<file path="config.mk">
export PLATFORM = sky130hd
export DESIGN_NAME = raygen_handshake_sequencer
export DESIGN_NICKNAME = d
export VERILOG_FILES = /design/src/rtl/raygen_seq_pkg.sv /design/src/rtl/raygen_busy_emul.sv /design/src/rtl/raygen_handshake_sequencer.sv
export SDC_FILE = /design/constraint.sdc
export NUM_CORES = 1
export LEC_CHECK = 0
export BUFFER_PORTS_ARGS = -buffer_cell sky130_fd_sc_hd__buf_2
export CORE_ASPECT_RATIO = 0.5
export CORE_MARGIN = 1.5
export CORE_UTILIZATION = 50
export DETAILED_ROUTE_END_ITERATION = 8
export GPL_TIMING_DRIVEN = 0
export HOLD_SLACK_MARGIN = 0.08
export PLACE_DENSITY = 0.69
export RECOVER_POWER = 50
export SYNTH_ARGS = -nofsm -noshare
export SYNTH_HDL_FRONTEND = slang
export SYNTH_HIERARCHICAL = 1
export SYNTH_SLANG_ARGS = --single-unit
</file>
<file path="constraint.sdc">
create_clock -name clk -period 3.3 [get_ports clk]
set_input_delay 0.165 -clock clk [delete_from_list [all_inputs] [get_ports clk]]
set_output_delay 0.165 -clock clk [all_outputs]
set_load 0.02 [all_outputs]
</file>
<file path="src/rtl/raygen_seq_pkg.sv">
// Shared types and constants for the raygen handshake sequencer.
// Host FSM states, the host grant encoding, the result-source codes and
// the depth of the result queue all live here.
package raygen_seq_pkg;

  typedef enum logic [2:0] {
    IDLE,
    WAIT,
    ACK,
    HOLD,
    READ
  } host_state_t;

  typedef enum logic [1:0] {
    GNT_ADDR,
    GNT_DATA,
    GNT_CFG
  } grant_t;

  localparam logic [1:0] SRC_01   = 2'd1;
  localparam logic [1:0] SRC_10   = 2'd2;
  localparam logic [2:0] PEND_MAX = 3'd4;

  // Fixed-priority host grant: address beats data, data beats config.
  // Only meaningful while at least one want is asserted.
  function automatic grant_t pick_grant(input logic want_addr, input logic want_data);
    if (want_addr) begin
      return GNT_ADDR;
    end
    if (want_data) begin
      return GNT_DATA;
    end
    return GNT_CFG;
  endfunction

endpackage

</file>
<file path="src/rtl/raygen_busy_emul.sv">
// Emulates one ray-group consumer: takes a group when it is offered and the
// consumer is free, then reports busy for exactly BUSY_CYCLES cycles.
// Offers that arrive while busy are ignored.
module raygen_busy_emul #(
  parameter int BUSY_CYCLES = 8
) (
  input  logic clk,
  input  logic reset,
  input  logic offer,
  output logic busy
);

  localparam int CW = (BUSY_CYCLES > 1) ? $clog2(BUSY_CYCLES) : 1;

  logic          busy_q, busy_d;
  logic [CW-1:0] cnt_q, cnt_d;

  // Accept on a free offer, then count the busy window down to zero.
  always_comb begin
    busy_d = busy_q;
    cnt_d  = cnt_q;
    if (!busy_q) begin
      if (offer) begin
        busy_d = 1'b1;
        cnt_d  = CW'(BUSY_CYCLES - 1);
      end
    end else if (cnt_q == '0) begin
      busy_d = 1'b0;
    end else begin
      cnt_d = cnt_q - CW'(1);
    end
  end

  // Busy flag and window counter registers.
  always_ff @(posedge clk or negedge reset) begin
    if (!reset) begin
      busy_q <= 1'b0;
      cnt_q  <= '0;
    end else begin
      busy_q <= busy_d;
      cnt_q  <= cnt_d;
    end
  end

  assign busy = busy_q;

endmodule

</file>
<file path="src/rtl/raygen_handshake_sequencer.sv">
// Environment controller that answers every handshake of the raygen core:
// host address/data/config acks, periodic host reads, two ray-group
// consumers, the tracer result queue and framebuffer scanline advance.
// Build option: define RAYGEN_SEQ_JITTER_EN to add 0..3 cycles of
// LFSR-driven jitter to each host ack latency.
module raygen_handshake_sequencer
  import raygen_seq_pkg::*;
#(
  parameter int ACK_LATENCY    = 3,
  parameter int READ_PERIOD    = 64,
  parameter int BUSY_CYCLES    = 8,
  parameter int RESULT_LATENCY = 12,
  parameter int LINE_WORDS     = 32
) (
  input  logic       clk,
  input  logic       reset,
  input  logic       rgwant_addr,
  input  logic       rgwant_data,
  input  logic       rgwant_CfgData,
  input  logic       rgread_ready,
  output logic       rgaddr_ready,
  output logic       rgdata_ready,
  output logic       rgCfgData_ready,
  output logic       rgwant_read,
  input  logic       raygroupvalid01,
  input  logic       raygroupvalid10,
  output logic       busy01,
  output logic       busy10,
  input  logic       rgAddrValid,
  output logic       rgResultReady,
  output logic [1:0] rgResultSource,
  output logic       rgDone,
  input  logic       fbdatavalid,
  output logic       fbnextscanline,
  output logic       result_ovf
);

  localparam int LAT_W  = $clog2(ACK_LATENCY + 4);
  localparam int IDLE_W = $clog2(READ_PERIOD + 1);
  localparam int TMR_W  = $clog2(RESULT_LATENCY + 1);
  localparam int BEAT_W = $clog2(LINE_WORDS + 1);

  host_state_t       state_q, state_d;
  grant_t            grant_q, grant_d;
  logic [LAT_W-1:0]  lat_q, lat_d, lat_load;
  logic [IDLE_W-1:0] idle_q, idle_d;
  logic              addr_rdy_q, addr_rdy_d;
  logic              data_rdy_q, data_rdy_d;
  logic              cfg_rdy_q, cfg_rdy_d;
  logic              want_read_q, want_read_d;
  logic              granted_want;

  logic [2:0]        pend_q, pend_d;
  logic [TMR_W-1:0]  tmr_q, tmr_d;
  logic              tmr_act_q, tmr_act_d;
  logic              res_rdy_q, res_rdy_d;
  logic [1:0]        src_q, src_d;
  logic              ovf_q, ovf_d;
  logic              done_q, done_d;
  logic              load_now, accept;

  logic [BEAT_W-1:0] beat_q, beat_d;
  logic              scan_q, scan_d;

`ifdef RAYGEN_SEQ_JITTER_EN
  logic [7:0] lfsr_q, lfsr_d;

  // Free-running x^8+x^6+x^5+x^4+1 Fibonacci LFSR supplying latency jitter.
  always_comb begin
    lfsr_d = {lfsr_q[6:0], lfsr_q[7] ^ lfsr_q[5] ^ lfsr_q[4] ^ lfsr_q[3]};
  end

  // LFSR register, reseeded on reset so runs are reproducible.
  always_ff @(posedge clk or negedge reset) begin
    if (!reset) begin
      lfsr_q <= 8'hA5;
    end else begin
      lfsr_q <= lfsr_d;
    end
  end

  assign lat_load = LAT_W'(ACK_LATENCY - 1) + LAT_W'(lfsr_q[1:0]);
`else
  assign lat_load = LAT_W'(ACK_LATENCY - 1);
`endif

  // The want belonging to the current grant decides when HOLD may release.
  always_comb begin
    unique case (grant_q)
      GNT_ADDR: granted_want = rgwant_addr;
      GNT_DATA: granted_want = rgwant_data;
      default:  granted_want = rgwant_CfgData;
    endcase
  end

  // Host FSM: grant a want, wait out the latency, pulse one ack, then hold
  // until the want drops; with nothing to do for a while, issue a host read.
  always_comb begin
    state_d     = state_q;
    grant_d     = grant_q;
    lat_d       = lat_q;
    idle_d      = idle_q;
    addr_rdy_d  = 1'b0;
    data_rdy_d  = 1'b0;
    cfg_rdy_d   = 1'b0;
    want_read_d = want_read_q;
    unique case (state_q)
      IDLE: begin
        if (rgwant_addr || rgwant_data || rgwant_CfgData) begin
          grant_d = pick_grant(rgwant_addr, rgwant_data);
          lat_d   = lat_load;
          idle_d  = '0;
          state_d = WAIT;
        end else if (idle_q == IDLE_W'(READ_PERIOD - 1)) begin
          idle_d      = '0;
          want_read_d = 1'b1;
          state_d     = READ;
        end else begin
          idle_d = idle_q + IDLE_W'(1);
        end
      end
      WAIT: begin
        if (lat_q == '0) begin
          state_d = ACK;
          unique case (grant_q)
            GNT_ADDR: addr_rdy_d = 1'b1;
            GNT_DATA: data_rdy_d = 1'b1;
            default:  cfg_rdy_d  = 1'b1;
          endcase
        end else begin
          lat_d = lat_q - LAT_W'(1);
        end
      end
      ACK: begin
        state_d = HOLD;
      end
      HOLD: begin
        if (!granted_want) begin
          state_d = IDLE;
        end
      end
      READ: begin
        if (rgread_ready) begin
          want_read_d = 1'b0;
          state_d     = IDLE;
        end
      end
      default: begin
        state_d = IDLE;
      end
    endcase
  end

  // Host FSM state and its registered outputs.
  always_ff @(posedge clk or negedge reset) begin
    if (!reset) begin
      state_q     <= IDLE;
      grant_q     <= GNT_ADDR;
      lat_q       <= '0;
      idle_q      <= '0;
      addr_rdy_q  <= 1'b0;
      data_rdy_q  <= 1'b0;
      cfg_rdy_q   <= 1'b0;
      want_read_q <= 1'b0;
    end else begin
      state_q     <= state_d;
      grant_q     <= grant_d;
      lat_q       <= lat_d;
      idle_q      <= idle_d;
      addr_rdy_q  <= addr_rdy_d;
      data_rdy_q  <= data_rdy_d;
      cfg_rdy_q   <= cfg_rdy_d;
      want_read_q <= want_read_d;
    end
  end

  // Result scheduler: the timer pulls one queued result at a time, so the
  // queue of four plus the one in flight bounds accepted results at five.
  always_comb begin
    load_now  = (pend_q != '0) && !tmr_act_q;
    accept    = rgAddrValid && ((pend_q != PEND_MAX) || load_now);
    pend_d    = pend_q;
    tmr_d     = tmr_q;
    tmr_act_d = tmr_act_q;
    res_rdy_d = 1'b0;
    src_d     = src_q;
    ovf_d     = ovf_q | (rgAddrValid && !accept);
    done_d    = (pend_q == '0) && !tmr_act_q && !busy01 && !busy10;
    if (accept && !load_now) begin
      pend_d = pend_q + 3'd1;
    end else if (!accept && load_now) begin
      pend_d = pend_q - 3'd1;
    end
    if (load_now) begin
      tmr_act_d = 1'b1;
      tmr_d     = TMR_W'(RESULT_LATENCY - 1);
    end else if (tmr_act_q) begin
      if (tmr_q == '0) begin
        tmr_act_d = 1'b0;
        res_rdy_d = 1'b1;
      end else begin
        tmr_d = tmr_q - TMR_W'(1);
      end
    end
    if (res_rdy_q) begin
      src_d = (src_q == SRC_01) ? SRC_10 : SRC_01;
    end
  end

  // Result scheduler and idle-indicator registers.
  always_ff @(posedge clk or negedge reset) begin
    if (!reset) begin
      pend_q    <= '0;
      tmr_q     <= '0;
      tmr_act_q <= 1'b0;
      res_rdy_q <= 1'b0;
      src_q     <= SRC_01;
      ovf_q     <= 1'b0;
      done_q    <= 1'b0;
    end else begin
      pend_q    <= pend_d;
      tmr_q     <= tmr_d;
      tmr_act_q <= tmr_act_d;
      res_rdy_q <= res_rdy_d;
      src_q     <= src_d;
      ovf_q     <= ovf_d;
      done_q    <= done_d;
    end
  end

  // Framebuffer beat counter; the last beat of a line requests the next one.
  always_comb begin
    beat_d = beat_q;
    scan_d = 1'b0;
    if (fbdatavalid) begin
      if (beat_q == BEAT_W'(LINE_WORDS - 1)) begin
        beat_d = '0;
        scan_d = 1'b1;
      end else begin
        beat_d = beat_q + BEAT_W'(1);
      end
    end
  end

  // Framebuffer counter and scanline pulse registers.
  always_ff @(posedge clk or negedge reset) begin
    if (!reset) begin
      beat_q <= '0;
      scan_q <= 1'b0;
    end else begin
      beat_q <= beat_d;
      scan_q <= scan_d;
    end
  end

  raygen_busy_emul #(
    .BUSY_CYCLES(BUSY_CYCLES)
  ) u_busy01 (
    .clk  (clk),
    .reset(reset),
    .offer(raygroupvalid01),
    .busy (busy01)
  );

  raygen_busy_emul #(
    .BUSY_CYCLES(BUSY_CYCLES)
  ) u_busy10 (
    .clk  (clk),
    .reset(reset),
    .offer(raygroupvalid10),
    .busy (busy10)
  );

  assign rgaddr_ready    = addr_rdy_q;
  assign rgdata_ready    = data_rdy_q;
  assign rgCfgData_ready = cfg_rdy_q;
  assign rgwant_read     = want_read_q;
  assign rgResultReady   = res_rdy_q;
  assign rgResultSource  = src_q;
  assign rgDone          = done_q;
  assign fbnextscanline  = scan_q;
  assign result_ovf      = ovf_q;

endmodule

</file>
==> flow_summary.toml, run 1 <==
[power]
power_leakage_nw = 1.19
powerDensity_nw_per_um2 = 903
ir_worst_vdd_v = 0.000384

[finish]
antennaDiodeCount = 0
final_util_pct = 58.9
syn2layout_area_growth_pct = 11.3
num-fill-cells = 404
drive_gt1_share_pct = 12.9
nets = 277

[sta]
timing.final.crit_share_pct = 62.3
setup_viol = 0
max_freq_mhz = 487
fin_setup_tns_ps = 0
setup_ws_ps = 1250
grt_setup_unrepaired = "no"
period_needed_ps = 2050
relSlewSlack_pct = 31.9
hold_viol = 0
holdWs_ps = 118
final.setup_skew_ps = 6.24
slew_viol_final = 0
max_slew.worst_pin.slew_ps = 1020

[routing]
wirelength_mm = 4.13
via_per_inst = 5.50
drtAntennaViolNets = 0
drtPass1Iterations = 4
drc = 0
wl_per_cell_um = 13.2
via_count = 1723
drtIter0Drc = 52

[critical_path]
path_max_fanout = 5
cp-end-kind = "flop"
crit_arrival_ps = 2270
criticalPathCategory = "reg2reg"
worst_setup_path_start_kind = "flop"
crit_required_ps = 3520

[synthesis]
avgSynthCellArea_um2 = 10.5
yosysTopAreaCellShare_pct = 48.7
synth_edf_count = 0
yosysTopAreaCell = "dfrtp_1"
synthArstFlopShare_pct = 100
ys.flop_type = "dfrtp_1"
synth_area_leaders = "dfrtp_1, ha_1, nand2_1"
synth-seq-cells = 47
syn_inst = 226
synth.distinct_cells = 45
yosys-top-cells-count = "dfrtp_1, nand2_1, inv_1, nor2_1, ha_1"
syn_area_um2 = 2370
yosys_warnings = 6
yosysMostFrequentCell = "dfrtp_1"
ys_seq_area_share_pct = 49.8
synth_nets = 248

[clocking]
cts_tree = "built"
cts.reportedPaths.clkPinSlew_ps = 90
cts-resized-gates = 0
cts_buffer_depth = 2
numCtsBuffers = 5
holdBufCountCts = 1
cts.sinks = 47
clock_latency_ps = 300
htreeDepth = 2
cts-root-buf = "clkbuf_8"
post_cts_buffers = 0

[floorplan]
dieArea_um2 = 5180
io_pins = 22
core_um2 = 4470
die_y_um = 51.6
start_util_pct = 53.0
chipWidth_um = 100
rows = 17

[grt]
grt_max_degree = 48
grt_overflow = 0
grt.total_usage_pct = 18.3
grt_antenna_before_repair = 0
grt_first_pass_wirelength_mm = 7.29
grt_pass1_vias = 1658

[run]
max_cap_viol_count = 0

[outcome]
status = "complete, no violations"

[placed_design]
place_ws_ps = 1270
dpl.hpwl_mm = 2.92
io_buffers = 21
gp_congestion = 0.750

[worst_hold_path]
hold_class = "in2reg"
==> worst max-delay path: stages (launching register included) <==
cell and delay (ps):
dfrtp_1 460, nor3_1 240, or2_2 150, ha_1 180, inv_1 70, fa_1 420, xor2_1 160, nor2_1 130
xor2_1 180
==> cells by family (layout without fill, tap and decap cells) <==
logic type | after synthesis | in the layout | synth area share [%]
compound gates | 44 | 44 | 12.7
xor+xnor | 8 | 8 | 2.96
fa+ha+maj | 12 | 12 | 6.66
buf+inv | 20 | 50 | 3.33
flops | 47 | 47 | 49.8
mux | 7 | 7 | 3.23
simple gates | 88 | 88 | 21.4
==> cells in the final DEF (no fill, tap or decap), types with 3 or more instances in the layout <==
master / n
nor3_1: 8
mux2_2: 5
nand2_1: 20
o21ai_0: 9
and2_2: 4
ha_1: 11
xnor2_1: 5
nor4_1: 3
a31oi_1: 7
clkbuf_8: 6
nand4_1: 3
or3_1: 3
clkbuf_1: 14
buf_2: 12
xor2_1: 3
nand2b_1: 5
and4bb_1: 4
a21oi_1: 7
nand3_1: 4
inv_1: 15
nor2_1: 15
dfrtp_1: 46
o21ai_1: 6
==> sequential cells by signal, summed over array words and instances (netlist names) <==
signal / count
idle_q: 7
beat_q: 6
tmr_q: 4
lat_q: 3
pend_q: 3
state_q: 3
u_busy01/cnt_q: 3
u_busy10/cnt_q: 3
grant_q: 2
rgResultSource: 2
fbnextscanline: 1
result_ovf: 1
rgCfgData_ready: 1
rgDone: 1
rgResultReady: 1
rgaddr_ready: 1
rgdata_ready: 1
rgwant_read: 1
tmr_act_q: 1
u_busy01/busy: 1
u_busy10/busy: 1
==> area by class of cell <==
class                   count  area [um2]  share of cell area [%]
plain buffers               5        22.5                   0.856
repair buffers             22         100                    3.80
clock buffers               6        82.6                    3.14
multi-input cells         159        1090                    41.3
inverters                  15        56.3                    2.14
well taps                  57        71.3                    2.71
flip-flops and latches     47        1180                    44.7
clock inverters             2        35.0                    1.33
==> per-layer routing <==
layer  track usage (%)  vias to the layer above  part of all wire (%)
met2              30.8                       18                    46
li1                  -                      864                     -
met1              23.2                      836                    50
met4              6.57                        0                  0.94
met5                 0                        -                     0
met3              4.84                        5                   3.1
==> worst paths after layout <==
| kind | start | end | slack [ps] | cells past startpoint |
|---|---|---|---|---|
| max in group asynchronous | reset | lat_q[0] | 2090 | 2 |
| worst max register to register | pend_q[0] | pend_q[2] | 1250 | 8 |
| min in group asynchronous | reset | idle_q[4] | 560 | 2 |
| worst max-delay path | pend_q[0] | pend_q[2] | 1250 | 8 |
| worst min-delay path | rgwant_addr | grant_q[0] | 120 | 2 |
| worst min register to register | idle_q[6] | idle_q[6] | 480 | 1 |
==> power breakdown <==
part           internal [mW]  total [mW]  switching [mW]  leakage (nW)
combinational          0.439       0.932           0.493         0.558
clock                  0.245       0.440           0.195        0.0612
sequential             0.802        1.00           0.202         0.571
==> through the flow <==
stage          power [mW]  cells  instance area [um2]
3_3_place_gp         1.93    304                 2540
6_report             2.38    313                 2630
2_1_floorplan        1.74    226                 2370
5_1_grt              2.58    313                 2630
4_1_cts              2.44    313                 2670
3_5_place_dp         1.99    304                 2540
Power figures use the tool's default switching activity.
==> run 2: changes to the inputs <==
--- a/config.mk
+++ b/config.mk
@@ -5,6 +5,7 @@
 export SDC_FILE = /design/constraint.sdc
 export NUM_CORES = 1
 export LEC_CHECK = 0
+export ABC_AREA = 1
 export BUFFER_PORTS_ARGS = -buffer_cell sky130_fd_sc_hd__buf_2
 export CORE_ASPECT_RATIO = 0.5
 export CORE_MARGIN = 1.5
@@ -12,7 +13,7 @@
 export DETAILED_ROUTE_END_ITERATION = 8
 export GPL_TIMING_DRIVEN = 0
 export HOLD_SLACK_MARGIN = 0.08
-export PLACE_DENSITY = 0.69
+export PLACE_DENSITY = 0.72
 export RECOVER_POWER = 50
 export SYNTH_ARGS = -nofsm -noshare
 export SYNTH_HDL_FRONTEND = slang
==> constraint.sdc (replaced) <==
create_clock -name clk -period 1.7 [get_ports clk]
set_input_delay 0.085 -clock clk [delete_from_list [all_inputs] [get_ports clk]]
set_output_delay 0.085 -clock clk [all_outputs]
set_load 0.02 [all_outputs]
==> run 2 against run 1 <==
  * The run now ends with setup timing left
  * First-iteration DRC count down 40%
  * Via count up 8.5%
  * Power up 110%
  * Area after synthesis up 2.1%
  * Setup slack worse by 1300 ps
  * Critical path type unchanged
  * Largest cell class unchanged
  * Largest power group is now combinational logic
  * Highest routed layer unchanged
==> flow_summary.toml, run 2 <==
[floorplan]
core_um2 = 4510
chipWidth_um = 101
rows = 17
start_util_pct = 53.6
dieArea_um2 = 5280
io_pins = 22
die_y_um = 52.1

[synthesis]
yosysTopAreaCell = "dfrtp_1"
yosys-top-cells-count = "nand2_1, dfrtp_1, inv_1, nand3_1, nor2_1"
yosysMostFrequentCell = "nand2_1"
synth_nets = 295
synth_area_leaders = "dfrtp_1, nand2_1, inv_1"
synth.distinct_cells = 35
syn_area_um2 = 2410
ys_seq_area_share_pct = 48.8
avgSynthCellArea_um2 = 8.85
synthArstFlopShare_pct = 100
synth_edf_count = 0
yosysTopAreaCellShare_pct = 47.7
syn_inst = 273
yosys_warnings = 6
ys.flop_type = "dfrtp_1"
synth-seq-cells = 47

[grt]
grt_pass1_vias = 1810
grt_antenna_before_repair = 0
grt.total_usage_pct = 18.6
grt_first_pass_wirelength_mm = 7.53
grt_overflow = 0
grt_max_degree = 48

[finish]
fin_area_um2 = 2870
fin_cells = 386
mostFrequentLayoutCell = "nand2_1"
largest_register_ffs = 7
nets = 341
regMostFlops = "idle_q"
drive_gt1_share_pct = 20.0
syn2layout_area_growth_pct = 18.8
reg.largest.list = "idle_q x7, beat_q x6, tmr_q x4"
final_util_pct = 63.6
antennaDiodeCount = 0
mostFrequentLayoutCells = "nand2_1, dfrtp_1, inv_1"

[outcome]
status = "finished, violations left"
failed_checks = "setup timing"

[critical_path]
crit_arrival_ps = 1940
cp-end-kind = "flop"
crit_chain = "nor2_4 -> a31oi_1 -> ha_4 -> inv_2 -> fa_2 -> mux2_4"
worst_setup_path_start_kind = "flop"
cp-startpoint = "pend_q[0]"
rr_startpoint = "pend_q[0]"
criticalPathCategory = "reg2reg"
path_max_fanout = 3
critPathMaxStageDelay_ps = 430
crit_family = "adder cells"
critical-path-slowest-cell = "dfrtp_1"
crit_required_ps = 1880
cp_num_buf_inv = 1

[routing]
via_per_inst = 4.84
drtAntennaViolNets = 0
drtIter0Drc = 31
drtPass1Iterations = 4
wl_per_cell_um = 11.1
via_count = 1870
wirelength_mm = 4.30
drc = 0

[clocking]
numCtsBuffers = 5
clock_latency_ps = 300
cts_tree = "built"
htreeDepth = 2
cts_buffer_depth = 2
cts.sinks = 47
cts.reportedPaths.clkPinSlew_ps = 80
cts-root-buf = "clkbuf_8"

[sta]
holdWs_ps = 89.4
max_slew.worst_pin.slew_ps = 1120
relSlewSlack_pct = 25.1
setup_ws_ps = -50.8
final.setup_skew_ps = 6.91
setup_viol = 3
hold_viol = 0
timing.final.crit_share_pct = 103
max_freq_mhz = 571
grt_setup_unrepaired = "yes"
period_needed_ps = 1750
slew_viol_final = 0

[placed_design]
placed_cells = 360
io_buffers = 21
gp_congestion = 0.880
dpl_cell_area_um2 = 2610
dpl.hpwl_mm = 3.01

[worst_hold_path]
hold_class = "in2reg"
worstHoldStart = "rgread_ready"

[power]
power_leakage_nw = 1.49
p_total_mw = 4.96
ir_worst_vdd_v = 0.000812
powerDensity_nw_per_um2 = 1730

[run]
max_cap_viol_count = 0
==> run 2: cell types whose count changed in the layout (fill, tap and decap cells not counted), sizes merged, moves of 5 or more <==
cell | previous run | this run
inv | 15 | 42
a31oi | 7 | 2
and2 | 5 | 0
buf | 12 | 24
nand3 | 4 | 29
nor3 | 8 | 3
nand2b | 5 | 0
nand2 | 20 | 73
==> run 2: through the flow <==
| stage | setup TNS, ps | setup WS [ps] |
|---|---|---|
| 6_report | -124 | -50.8 |
| 5_1_grt | -339 | -126 |
| 4_1_cts | -31.1 | -15.5 |
| 3_5_place_dp | -241 | -132 |
| 3_3_place_gp | -209 | -114 |
| 2_1_floorplan | -32.2 | -21.8 |
==> run 2: routing by layer <==
metal  vias up  wire length, um  GRT usage, %
met1       861             2070          23.4
li1        967                -             -
met2        34             2010          31.3
met3         8              152          4.84
met5         -                0             0
met4         0               63          7.18
==> run 2: cell families (layout without fill, tap and decap cells) <==
kind of cell / after synthesis / count (layout) / synth area share, %
simple gates: 135 / 135 / 27.7
flops: 47 / 47 / 48.8
buf+inv: 42 / 89 / 6.63
compound gates: 25 / 25 / 5.85
fa+ha+maj: 12 / 12 / 6.53
xor+xnor: 10 / 10 / 3.63
mux: 2 / 2 / 0.933
==> run 2: power breakdown <==
| group | leakage (nW) | switching, mW | internal [mW] |
|---|---|---|---|
| logic | 0.863 | 1.37 | 1.00 |
| clock network | 0.0482 | 0.357 | 0.328 |
| registers | 0.578 | 0.344 | 1.56 |
==> run 2: timing repair <==
item,in CTS,in global routing
endpoints found under the hold margin,49,0
setup buffers,13,1
setup endpoints to repair,2,3
gates resized for setup,2,4
hold buffers,4,0
pin swaps,3,1
cloned,0,0
==> run 2: final timing paths <==
path	to	slack [ps]	cells after the start
min in group asynchronous	state_q[0]	540	2
setup reg to reg	pend_q[1]	-50	6
max in group asynchronous	lat_q[1]	480	2
hold reg to reg	rgaddr_ready	460	1
hold / removal	state_q[2]	90	3
setup / recovery	pend_q[1]	-50	6
==> run 2: final cells by class <==
type | count | area, um2
well taps | 66 | 82.6
multi-input cells | 184 | 1120
repair buffers | 39 | 238
fillers | 383 | 1640
clock buffers | 7 | 86.3
clock inverters | 1 | 5.00
flip-flops and latches | 47 | 1180
inverters | 42 | 160
==> run 2: tightest hold or removal path: stages <==
cell      delay (ps)
buf_2             90
nand3b_1         110
nand2_1           60
==> run 3: changes to the inputs <==
--- a/config.mk
+++ b/config.mk
@@ -13,7 +13,7 @@
 export DETAILED_ROUTE_END_ITERATION = 8
 export GPL_TIMING_DRIVEN = 0
 export HOLD_SLACK_MARGIN = 0.08
-export PLACE_DENSITY = 0.72
+export PLACE_DENSITY = 0.75
 export RECOVER_POWER = 50
 export SYNTH_ARGS = -nofsm -noshare
 export SYNTH_HDL_FRONTEND = slang
==> run 3 against run 2 <==
  * Setup slack worse by 24 ps
  * The run still ends with setup timing left
  * Critical endpoint is now pend_q[2]
  * Wire length up 7.0%
  * Count of clock-buffer cells in the layout fell by 1
  * Non-clock buffer count increased by 2
  * Utilization grew 0.22 points
  * Power increased by 1.4%
  * Combinational power rose by 5%
  * Clock power shrank 4.8%
  * Highest routed layer unchanged
  * Fmax fell by 1.3%
==> flow_summary.toml, run 3 (synthesized netlist as in run 2, its figures left out) <==
[outcome]
status = "finished, violations left"
failed_checks = "setup timing"

[routing]
drtIter0Drc = 71
wl_met3_um = 139
wl_met2_mm = 2.24
drc = 0
drtPass1Iterations = 4
drtAntennaViolNets = 0
via_count = 1894
via_per_inst = 4.88
dr.max_layer_used = "met4"
wirelength_mm = 4.60
m1WireLength_mm = 2.19
wl_per_cell_um = 11.8

[sta]
relSlewSlack_pct = 31.6
final.setup_skew_ps = 5.33
grt_setup_unrepaired = "yes"
setup_viol = 2
timing.final.crit_share_pct = 104
max_freq_mhz = 564
setup_ws_ps = -74.6
slew_viol_final = 0
max_slew.worst_pin.slew_ps = 1030
period_needed_ps = 1770
hold_viol = 0

[clocking]
cts-root-buf = "clkbuf_8"
cts_tree = "built"
clock_latency_ps = 290
cts.reportedPaths.clkPinSlew_ps = 90
numCtsBuffers = 5
cts_buffer_depth = 2
htreeDepth = 2
cts.sinks = 47

[power]
p_total_mw = 5.03
pwr-share-seq_pct = 37.7
p_switching_mw = 2.14
intPower_mw = 2.89
pwr-share-comb_pct = 49.3
p_clk_share_pct = 13.0
ir_worst_vdd_v = 0.000644
p_sw_share_pct = 42.6
powerDensity_nw_per_um2 = 1750
power_leakage_nw = 1.49

[critical_path]
rr_startpoint = "pend_q[0]"
crit_required_ps = 1880
cp-end-kind = "flop"
criticalPathCategory = "reg2reg"
r2r-end = "pend_q[2]"
r2r_cells = 9
reg2reg_slack_ps = -70
cp-startpoint = "pend_q[0]"
crit_arrival_ps = 1950
setup.worst_path.end = "pend_q[2]"
worst_setup_path_start_kind = "flop"
path_max_fanout = 3

[placed_design]
dpl.hpwl_mm = 3.02
io_buffers = 21
dpl_cell_area_um2 = 2610
gp_congestion = 0.815
placed_cells = 360
place_ws_ps = -155

[floorplan]
chipWidth_um = 101
die_y_um = 52.1
start_util_pct = 53.6
io_pins = 22
core_um2 = 4510
dieArea_um2 = 5280
rows = 17

[grt]
grt_pass1_vias = 1816
grt_first_pass_wirelength_mm = 7.60
grt_max_degree = 48
grt_antenna_before_repair = 0
grt_overflow = 0
grt.total_usage_pct = 18.6

[finish]
mostFrequentLayoutCells = "nand2_1, dfrtp_1, inv_1"
regMostFlops = "idle_q"
mostFrequentLayoutCell = "nand2_1"
largest_register_ffs = 7
reg.largest.list = "idle_q x7, beat_q x6, tmr_q x4"
fin_area_um2 = 2880
drive_gt1_share_pct = 19.6
antennaDiodeCount = 0
fin_cells = 388
syn2layout_area_growth_pct = 19.2
nets = 343

[run]
max_cap_viol_count = 0

[worst_hold_path]
hold_class = "in2reg"
[run 3: worst min path at each step]
stage	from	cells past startpoint	to	slack, ps
finish	rgread_ready	3	state_q[2]	90
global route	fbdatavalid	3	beat_q[0]	100
CTS	rgread_ready	3	state_q[2]	80
detailed placement	reset	1	state_q[0]	330
global placement	reset	1	state_q[0]	320
floorplan	reset	0	beat_q[0]	-210
[run 3: per-layer routing]
| metal | track usage [%] | vias up |
|---|---|---|
| met5 | 0 | - |
| met4 | 5.56 | 0 |
| met3 | 4.70 | 2 |
| met2 | 32.1 | 24 |
| met1 | 23.4 | 899 |
| li1 | - | 969 |
[run 3: final cells by class]
class / instances / area, um2
repair buffers: 41 / 251
clock buffers: 6 / 72.6
clock inverters: 2 / 12.5
flip-flops and latches: 47 / 1180
multi-input cells: 184 / 1120
inverters: 42 / 163
fillers: 382 / 1630
well taps: 66 / 82.6
[run 3: repair_timing]
item | in CTS | in global routing
pin swaps | 4 | 4
hold endpoints to repair | 49 | 0
gates cloned | 0 | 0
hold buffers | 4 | 0
resized for setup | 1 | 8
setup buffers | 12 | 4
setup endpoints to repair | 2 | 3
[run 3: power groups by stage]
stage                     clock [mW]  combinational [mW]  sequential, mW
after floorplan                    0                1.55            1.96
after global placement             0                1.99            1.89
after detailed placement           0                2.09            1.92
after CTS                      0.671                2.31            1.88
after global routing           0.708                2.79            1.96
final                          0.652                2.48            1.90
[run 3: worst max-delay path: stages (launching register included)]
cell	delay, ps
dfrtp_1	420
nor2_4	180
nand2_2	90
nand2_2	90
ha_4	150
inv_4	30
fa_2	350
a21oi_2	130
o21ai_1	80
xor2_1	140
[run 3: metrics by stage]
step | TNS, ps | utilization, % | hold WS, ps
floorplan | -32.2 | - | -211
finish | -128 | 63.8 | 89.0
detailed placement | -284 | 57.9 | 330
global route | -313 | 63.8 | 101
global placement | -202 | 57.9 | 319
CTS | -5.58 | 62.8 | 83.4
